<file path="src/rtl/adder_bist.sv">
// LFSR-driven self-test for a WIDTH-bit adder: drives operands, checks {co,s} one cycle later, counts results.
// Latency: 2 cycles per vector, done pulses 2N+2 cycles after start; no backpressure, the adder must settle in one clock.
module adder_bist #(
  parameter int unsigned WIDTH = 16,
  parameter logic [31:0] SEED  = 32'h0000_0001
) (
  input  logic             clk,
  input  logic             rst,
  input  logic             start,
  input  logic [31:0]      num_vectors,
  output logic [WIDTH-1:0] a_out,
  output logic [WIDTH-1:0] b_out,
  output logic             ci_out,
  input  logic [WIDTH-1:0] s_in,
  input  logic             co_in,
  output logic             busy,
  output logic             done,
  output logic [31:0]      correct_cnt,
  output logic [31:0]      wrong_cnt,
  output logic             fail_valid,
  output logic [WIDTH-1:0] fail_a,
  output logic [WIDTH-1:0] fail_b,
  output logic             fail_ci,
  output logic [WIDTH:0]   fail_got
);

  localparam logic [31:0] SEED_EFF = (SEED == 32'd0) ? 32'h0000_0001 : SEED;
  localparam logic [31:0] POLY     = 32'h8020_0003;

  typedef enum logic [2:0] {
    ST_IDLE,
    ST_DRIVE,
    ST_CHECK,
    ST_WRAP,
    ST_DONE
  } state_t;

  state_t        state;
  state_t        state_nxt;
  logic [31:0]   lfsr;
  logic [31:0]   lfsr_step;
  logic [31:0]   nvec;
  logic [31:0]   idx;
  logic [31:0]   idx_inc;
  logic [WIDTH:0] ref_sum;
  logic [WIDTH:0] got;

  assign lfsr_step = {1'b0, lfsr[31:1]} ^ (lfsr[0] ? POLY : 32'd0);
  assign idx_inc   = idx + 32'd1;
  assign ref_sum   = {1'b0, a_out} + {1'b0, b_out} + {{WIDTH{1'b0}}, ci_out};
  assign got       = {co_in, s_in};

  assign busy = (state != ST_IDLE);
  assign done = (state == ST_DONE);

  // ST_WRAP gives every run one settling cycle before the done pulse, so
  // an empty run and a full run share the same end-of-run overhead.
  always_comb begin
    state_nxt = state;
    case (state)
      ST_IDLE:  if (start) state_nxt = (num_vectors != 32'd0) ? ST_DRIVE : ST_WRAP;
      ST_DRIVE: state_nxt = ST_CHECK;
      ST_CHECK: state_nxt = (idx_inc == nvec) ? ST_WRAP : ST_DRIVE;
      ST_WRAP:  state_nxt = ST_DONE;
      ST_DONE:  state_nxt = ST_IDLE;
      default:  state_nxt = ST_IDLE;
    endcase
  end

  always_ff @(posedge clk) begin
    if (rst) begin
      state       <= ST_IDLE;
      lfsr        <= 32'd0;
      nvec        <= 32'd0;
      idx         <= 32'd0;
      a_out       <= '0;
      b_out       <= '0;
      ci_out      <= 1'b0;
      correct_cnt <= 32'd0;
      wrong_cnt   <= 32'd0;
      fail_valid  <= 1'b0;
      fail_a      <= '0;
      fail_b      <= '0;
      fail_ci     <= 1'b0;
      fail_got    <= '0;
    end else begin
      state <= state_nxt;
      case (state)
        ST_IDLE: begin
          if (start) begin
            lfsr        <= SEED_EFF;
            nvec        <= num_vectors;
            idx         <= 32'd0;
            correct_cnt <= 32'd0;
            wrong_cnt   <= 32'd0;
            fail_valid  <= 1'b0;
            fail_a      <= '0;
            fail_b      <= '0;
            fail_ci     <= 1'b0;
            fail_got    <= '0;
          end
        end
        ST_DRIVE: begin
          a_out  <= lfsr[WIDTH-1:0];
          b_out  <= lfsr[WIDTH+15:16];
          ci_out <= ^lfsr;
          lfsr   <= lfsr_step;
        end
        ST_CHECK: begin
          idx <= idx_inc;
          if (got == ref_sum) begin
            correct_cnt <= correct_cnt + 32'd1;
          end else begin
            wrong_cnt <= wrong_cnt + 32'd1;
            // Only the first failure of a run is kept.
            if (!fail_valid) begin
              fail_valid <= 1'b1;
              fail_a     <= a_out;
              fail_b     <= b_out;
              fail_ci    <= ci_out;
              fail_got   <= got;
            end
          end
        end
        default: ;
      endcase
    end
  end

endmodule

</file>
<file path="config.mk">
export PLATFORM = sky130hd
export DESIGN_NAME = adder_bist
export DESIGN_NICKNAME = d
export VERILOG_FILES = /design/src/rtl/adder_bist.sv
export SDC_FILE = /design/constraint.sdc
export NUM_CORES = 1
export LEC_CHECK = 0
export CORE_MARGIN = 4
export CORE_UTILIZATION = 50
export DETAILED_ROUTE_END_ITERATION = 16
export HOLD_SLACK_MARGIN = 0.06
export PLACE_DENSITY = 0.75
export SETUP_SLACK_MARGIN = 0.02
export SYNTH_ARGS = -nofsm -noshare
export SYNTH_HDL_FRONTEND = slang
export SYNTH_SLANG_ARGS = --single-unit
</file>
<file path="constraint.sdc">
create_clock -name clk -period 5.2 [get_ports clk]
set_input_delay 1.04 -clock clk [delete_from_list [all_inputs] [get_ports clk]]
set_output_delay 1.04 -clock clk [all_outputs]
set_load 0.02 [all_outputs]
</file>
; ---- Yosys cells after proc, flatten, opt, wreduce, memory -nomap -nowiden
; Cells that the tools add are included.
[word_totals]
latchBits = 0
output_inout_bits = 150
rom_bits = 0
ramBits = 0
reg_bits = 247
input_bits = 52
wordCells = 72
memories = 0
[classes]
multipliers = 0
bitwise_logic = 1
n_reduce_logical = 12
eq_ne = 10
order_cmp = 0
addsub = 5
n_shift = 0
mux = 30
n_div = 0
[ops]
columns = operator, count
row1 = 32-bit case mux with 2 select lines, 4
row2 = 32-bit two-way mux, 5
row3 = 32-bit by 1-bit adder with 32-bit output (second input constant), 3
row4 = 16-bit two-way mux, 5
row5 = 16-bit case mux with 2 select lines, 2
row6 = 17-bit two-way mux, 3
row7 = 17-bit case mux with 2 select lines, 1
row8 = 32-bit == test, 1
row9 = 32-bit nonzero test, 1
row10 = 32-bit parity, 1
row11 = 31-bit by 32-bit bitwise XOR with 32-bit output, 1
row12 = 16-bit by 16-bit adder with 17-bit output, 1
row13 = 17-bit by 1-bit adder with 17-bit output, 1
row14 = 17-bit == test, 1
row15 = 3-bit case mux with 4 select lines, 1
row16 = 2-bit inequality test (second input constant), 4
row17 = 3-bit by 2-bit == test with 1-bit output (second input constant), 2
row18 = 2-bit AND reduction, 3
row19 = 3-bit AND reduction, 2
row20 = 1-bit two-way mux, 4
row21 = 2-bit two-way mux, 2
row22 = 1-bit case mux with 2 select lines, 2
row23 = 4-bit AND reduction, 1
row24 = 2-bit nonzero test, 2
row25 = 5 further kinds, 5

; ---- Longest topological paths before layout
[logic_depth]
ltp_word = 5
ltp_mapped = 14
ltp_nobuf = 11

; ---- Worst setup path after synthesis
; No wires, ideal clock.
[synth_timing]
kind = flip-flop to flip-flop
startpoint = register a_out[0]
endpoint = register correct_cnt[22]
path_buffers = 2
required_ns = 5.083
period_less_slack_ns = 3.766
t_arrival_ns = 3.649
stages_incl_launch_ff = 14
setup_ns = 0.117
slack_ns = 1.434
path_cell_list = dfxtp_1 fa_1 fa_1 a21o_1 a2111oi_2 or2_2 o21ai_1 xnor2_1 nand2_1 or4_1 buf_2 buf_2 a32o_1 a22o_1
[synth_via]
elab_chain_len = 5
[synth_rtl]
columns = element, line
row1 = start: declaration, 11  ; output logic [WIDTH-1:0] a_out,
row2 = start signal: assignment, 104  ; a_out <= lfsr[WIDTH-1:0];
row3 = 16-bit by 16-bit adder with 17-bit output, 50  ; assign ref_sum = {1'b0, a_out} + {1'b0, b_out} + {{WIDTH{1'b0}}, ci_out};
row4 = 17-bit by 1-bit adder with 17-bit output, 50
row5 = 17-bit == test, 111  ; if (got == ref_sum) begin
row6 = 2-bit inequality test (no source line), n/a
row7 = 3-bit AND reduction (no source line), n/a
row8 = end signal: assignment, 112  ; correct_cnt <= correct_cnt + 32'd1;
row9 = end: declaration, 18  ; output logic [31:0] correct_cnt,
; Every way passes these cells.
; A chain may end at the register's enable or synchronous reset.

; ---- Worst setup path after layout
[layout_timing]
startpoint = register a_out[0]
endpoint = register correct_cnt[9]
; The elaborated chain is that of the path after synthesis.

==> results.json <==
{
  "coreArea_mm2": 0.0245,
  "syn_inst": 1607,
  "rsz0062_at_grt": "no",
  "peakVddDrop_v": 0.000266,
  "end_kind": "register",
  "timing.final.crit_period_ns": 4.49,
  "post_cts_buffers": 0,
  "critPathTopFamily": "simple AND/OR/NAND/NOR gates",
  "slew_headroom": 0.329,
  "grt_max_degree": 87,
  "clock-root-buffer": "clkbuf_16",
  "antenna_found_initial": 0,
  "power_density_mw_per_mm2": 269,
  "startpoint_type": "register",
  "path_common_cell": "fa_1",
  "worst_pin_slew_ns": 1.00,
  "path_max_fanout": 59,
  "fp.dieH_um": 167,
  "vias": 12600,
  "syn2layout_area_growth_pct": 24.6,
  "hpwl_um": 27600,
  "clock-sinks": 247,
  "synth_warnings": 0,
  "final_util": 0.640,
  "overflow": 0,
  "drcViolationCount": 0,
  "p_leak_nw": 5.46,
  "insertion_delay_ns": 0.54,
  "grt_pass1_vias": 11700,
  "clock_skew_ns": 0.00761,
  "hold_class": "register to register",
  "vias_per_cell": 6.04,
  "yosysMostFrequentCell": "nand2_1",
  "die_w_um": 167,
  "slowest_delay_ns": 0.88,
  "firstDrtPassIters": 5,
  "ys.flop_type": "dfxtp_1",
  "layout-drive-gt1-share": 0.0488,
  "ctsHoldBuffers": 0,
  "gp_congestion": 0.926,
  "initial_utilization": 0.514,
  "cts.reportedPaths.clkPinSlew_ns": 0.06,
  "status": "complete, no violations",
  "drt-initial-drc-count": 1272,
  "numCtsBuffers": 27,
  "port_buffers": 201,
  "crit_chain": "fa_1 > fa_1 > a21o_1 > a2111oi_2 > or2_2 > o22ai_1 > xnor2_1 > nand2_1 > or4_2 > buf_4 > nor4_1 > a211o_1",
  "arrival_ns": 4.97,
  "diodes": 0,
  "async_reset_ff_frac": 0,
  "ys_ff_latch": 247,
  "max_freq_ghz": 0.223,
  "hold_viol": 0,
  "ioPinCount": 202,
  "max-clock-path-buffers": 3,
  "drv_slew": 0,
  "htree_num_levels": 1,
  "ys_types": 74,
  "synth_commonest_cells": "301 x nand2_1, 247 x dfxtp_1, 195 x a21oi_1",
  "synth_edf_count": 0,
  "die-area_mm2": 0.0278,
  "num_rows": 57,
  "required_ns": 5.69,
  "syn_nets": 1679,
  "grt_usage": 0.266,
  "path_class": "register to register",
  "cap_viol_max_count": 0,
  "synth_area_per_cell_um2": 7.85,
  "cts_tree": "built",
  "setup-tns-final_ns": 0,
  "wl_per_cell_um": 18.7,
  "ys_top_cells_by_area": "dfxtp_1 39%, nand2_1 9.0%, a21oi_1 7.7%",
  "final_nets": 1818,
  "ant_nets": 0,
  "postCtsResizedCells": 0,
  "synth_top_area_cell": "dfxtp_1",
  "synth.top_cell.area_share": 0.392,
  "fillers": 2142,
  "cp_num_buf_inv": 1,
  "fin_crit_sh": 0.863,
  "setup_violations": 0,
  "seq_area_frac_synth": 0.392,
  "finalWirelength_um": 39000,
  "grt_pass1_wl_um": 62400,
  "cp_slowest_cell": "or4_2",
  "syn_area_mm2": 0.0126
}
power breakdown:
part	total, mW	internal, mW	switching (mW)
clock	1.93	1.14	0.788
combinational	0.354	0.125	0.229
sequential	1.94	1.91	0.0232
worst register-to-register path: cells and delay by family, from the launching register on:
| family | cells | cell delay (ns) |
|---|---|---|
| flops | 1 | 0.38 |
| simple gates | 4 | 1.65 |
| buf+inv | 1 | 0.39 |
| xor+xnor | 1 | 0.15 |
| compound gates | 4 | 0.92 |
| fa+ha+maj | 2 | 0.95 |
cells in the final DEF, fill, tap and decap left out, drive strengths merged, types with 44 or more instances in the layout:
cell type,netlist,routed
nand4,72,72
nand3,45,45
nand2,301,301
nor3,44,44
xnor2,88,88
clkdlybuf4s50,0,200
dfxtp,247,247
a21oi,196,196
nor2,102,102
o21ai,51,51
layout make-up:
class,instances,area [um^2],share of cell area
multi-input combinational,1237,7240,0.461
clock inverter,7,103,0.00653
tap,324,405,0.0258
sequential,247,4940,0.315
timing repair buffer,219,2170,0.138
clock buffer,40,785,0.0500
inverter,14,52.6,0.00335
state kept, by name (all words and copies together), names as in the netlist:
name         count
fail_got        17
nvec            32
fail_valid       1
fail_a          16
ci_out           1
state            3
correct_cnt     32
lfsr            32
fail_b          16
wrong_cnt       32
idx             32
fail_ci          1
b_out           16
a_out           16
metrics by stage:
stage	worst slack [ns]	instance area, um^2	total power [mW]	instances	hold slack [ns]
3_5_place_dp	0.440	14800	2.33	2041	0.443
5_1_grt	0.462	15700	4.35	2088	0.469
3_3_place_gp	0.514	14800	2.33	2041	0.439
6_report	0.712	15700	4.22	2088	0.449
4_1_cts	0.692	15700	4.24	2088	0.451
2_1_floorplan	1.43	12600	2.19	1607	0.448
worst paths after layout:
path,to,cells past startpoint,startpoint,slack (ns)
setup / recovery,correct_cnt[9],12,a_out[0],0.71
hold / removal,fail_got[2],2,fail_got[2],0.45
setup reg to reg,correct_cnt[9],12,a_out[0],0.71
hold reg to reg,fail_got[2],2,fail_got[2],0.45
cells by family after synthesis:
kind of cell	Yosys count	synth area share
xor+xnor	114	0.0792
buf+inv	123	0.0376
mux	8	0.00675
fa+ha+maj	20	0.0210
simple gates	695	0.262
flops	247	0.392
compound gates	400	0.201
routing by layer:
metal  wire length (um)  global-route usage
met5                  0                   0
met4               1190              0.0786
met3               2380              0.0311
met2              18200               0.438
met1              17300               0.370
(Power assumes the default switching activity.)
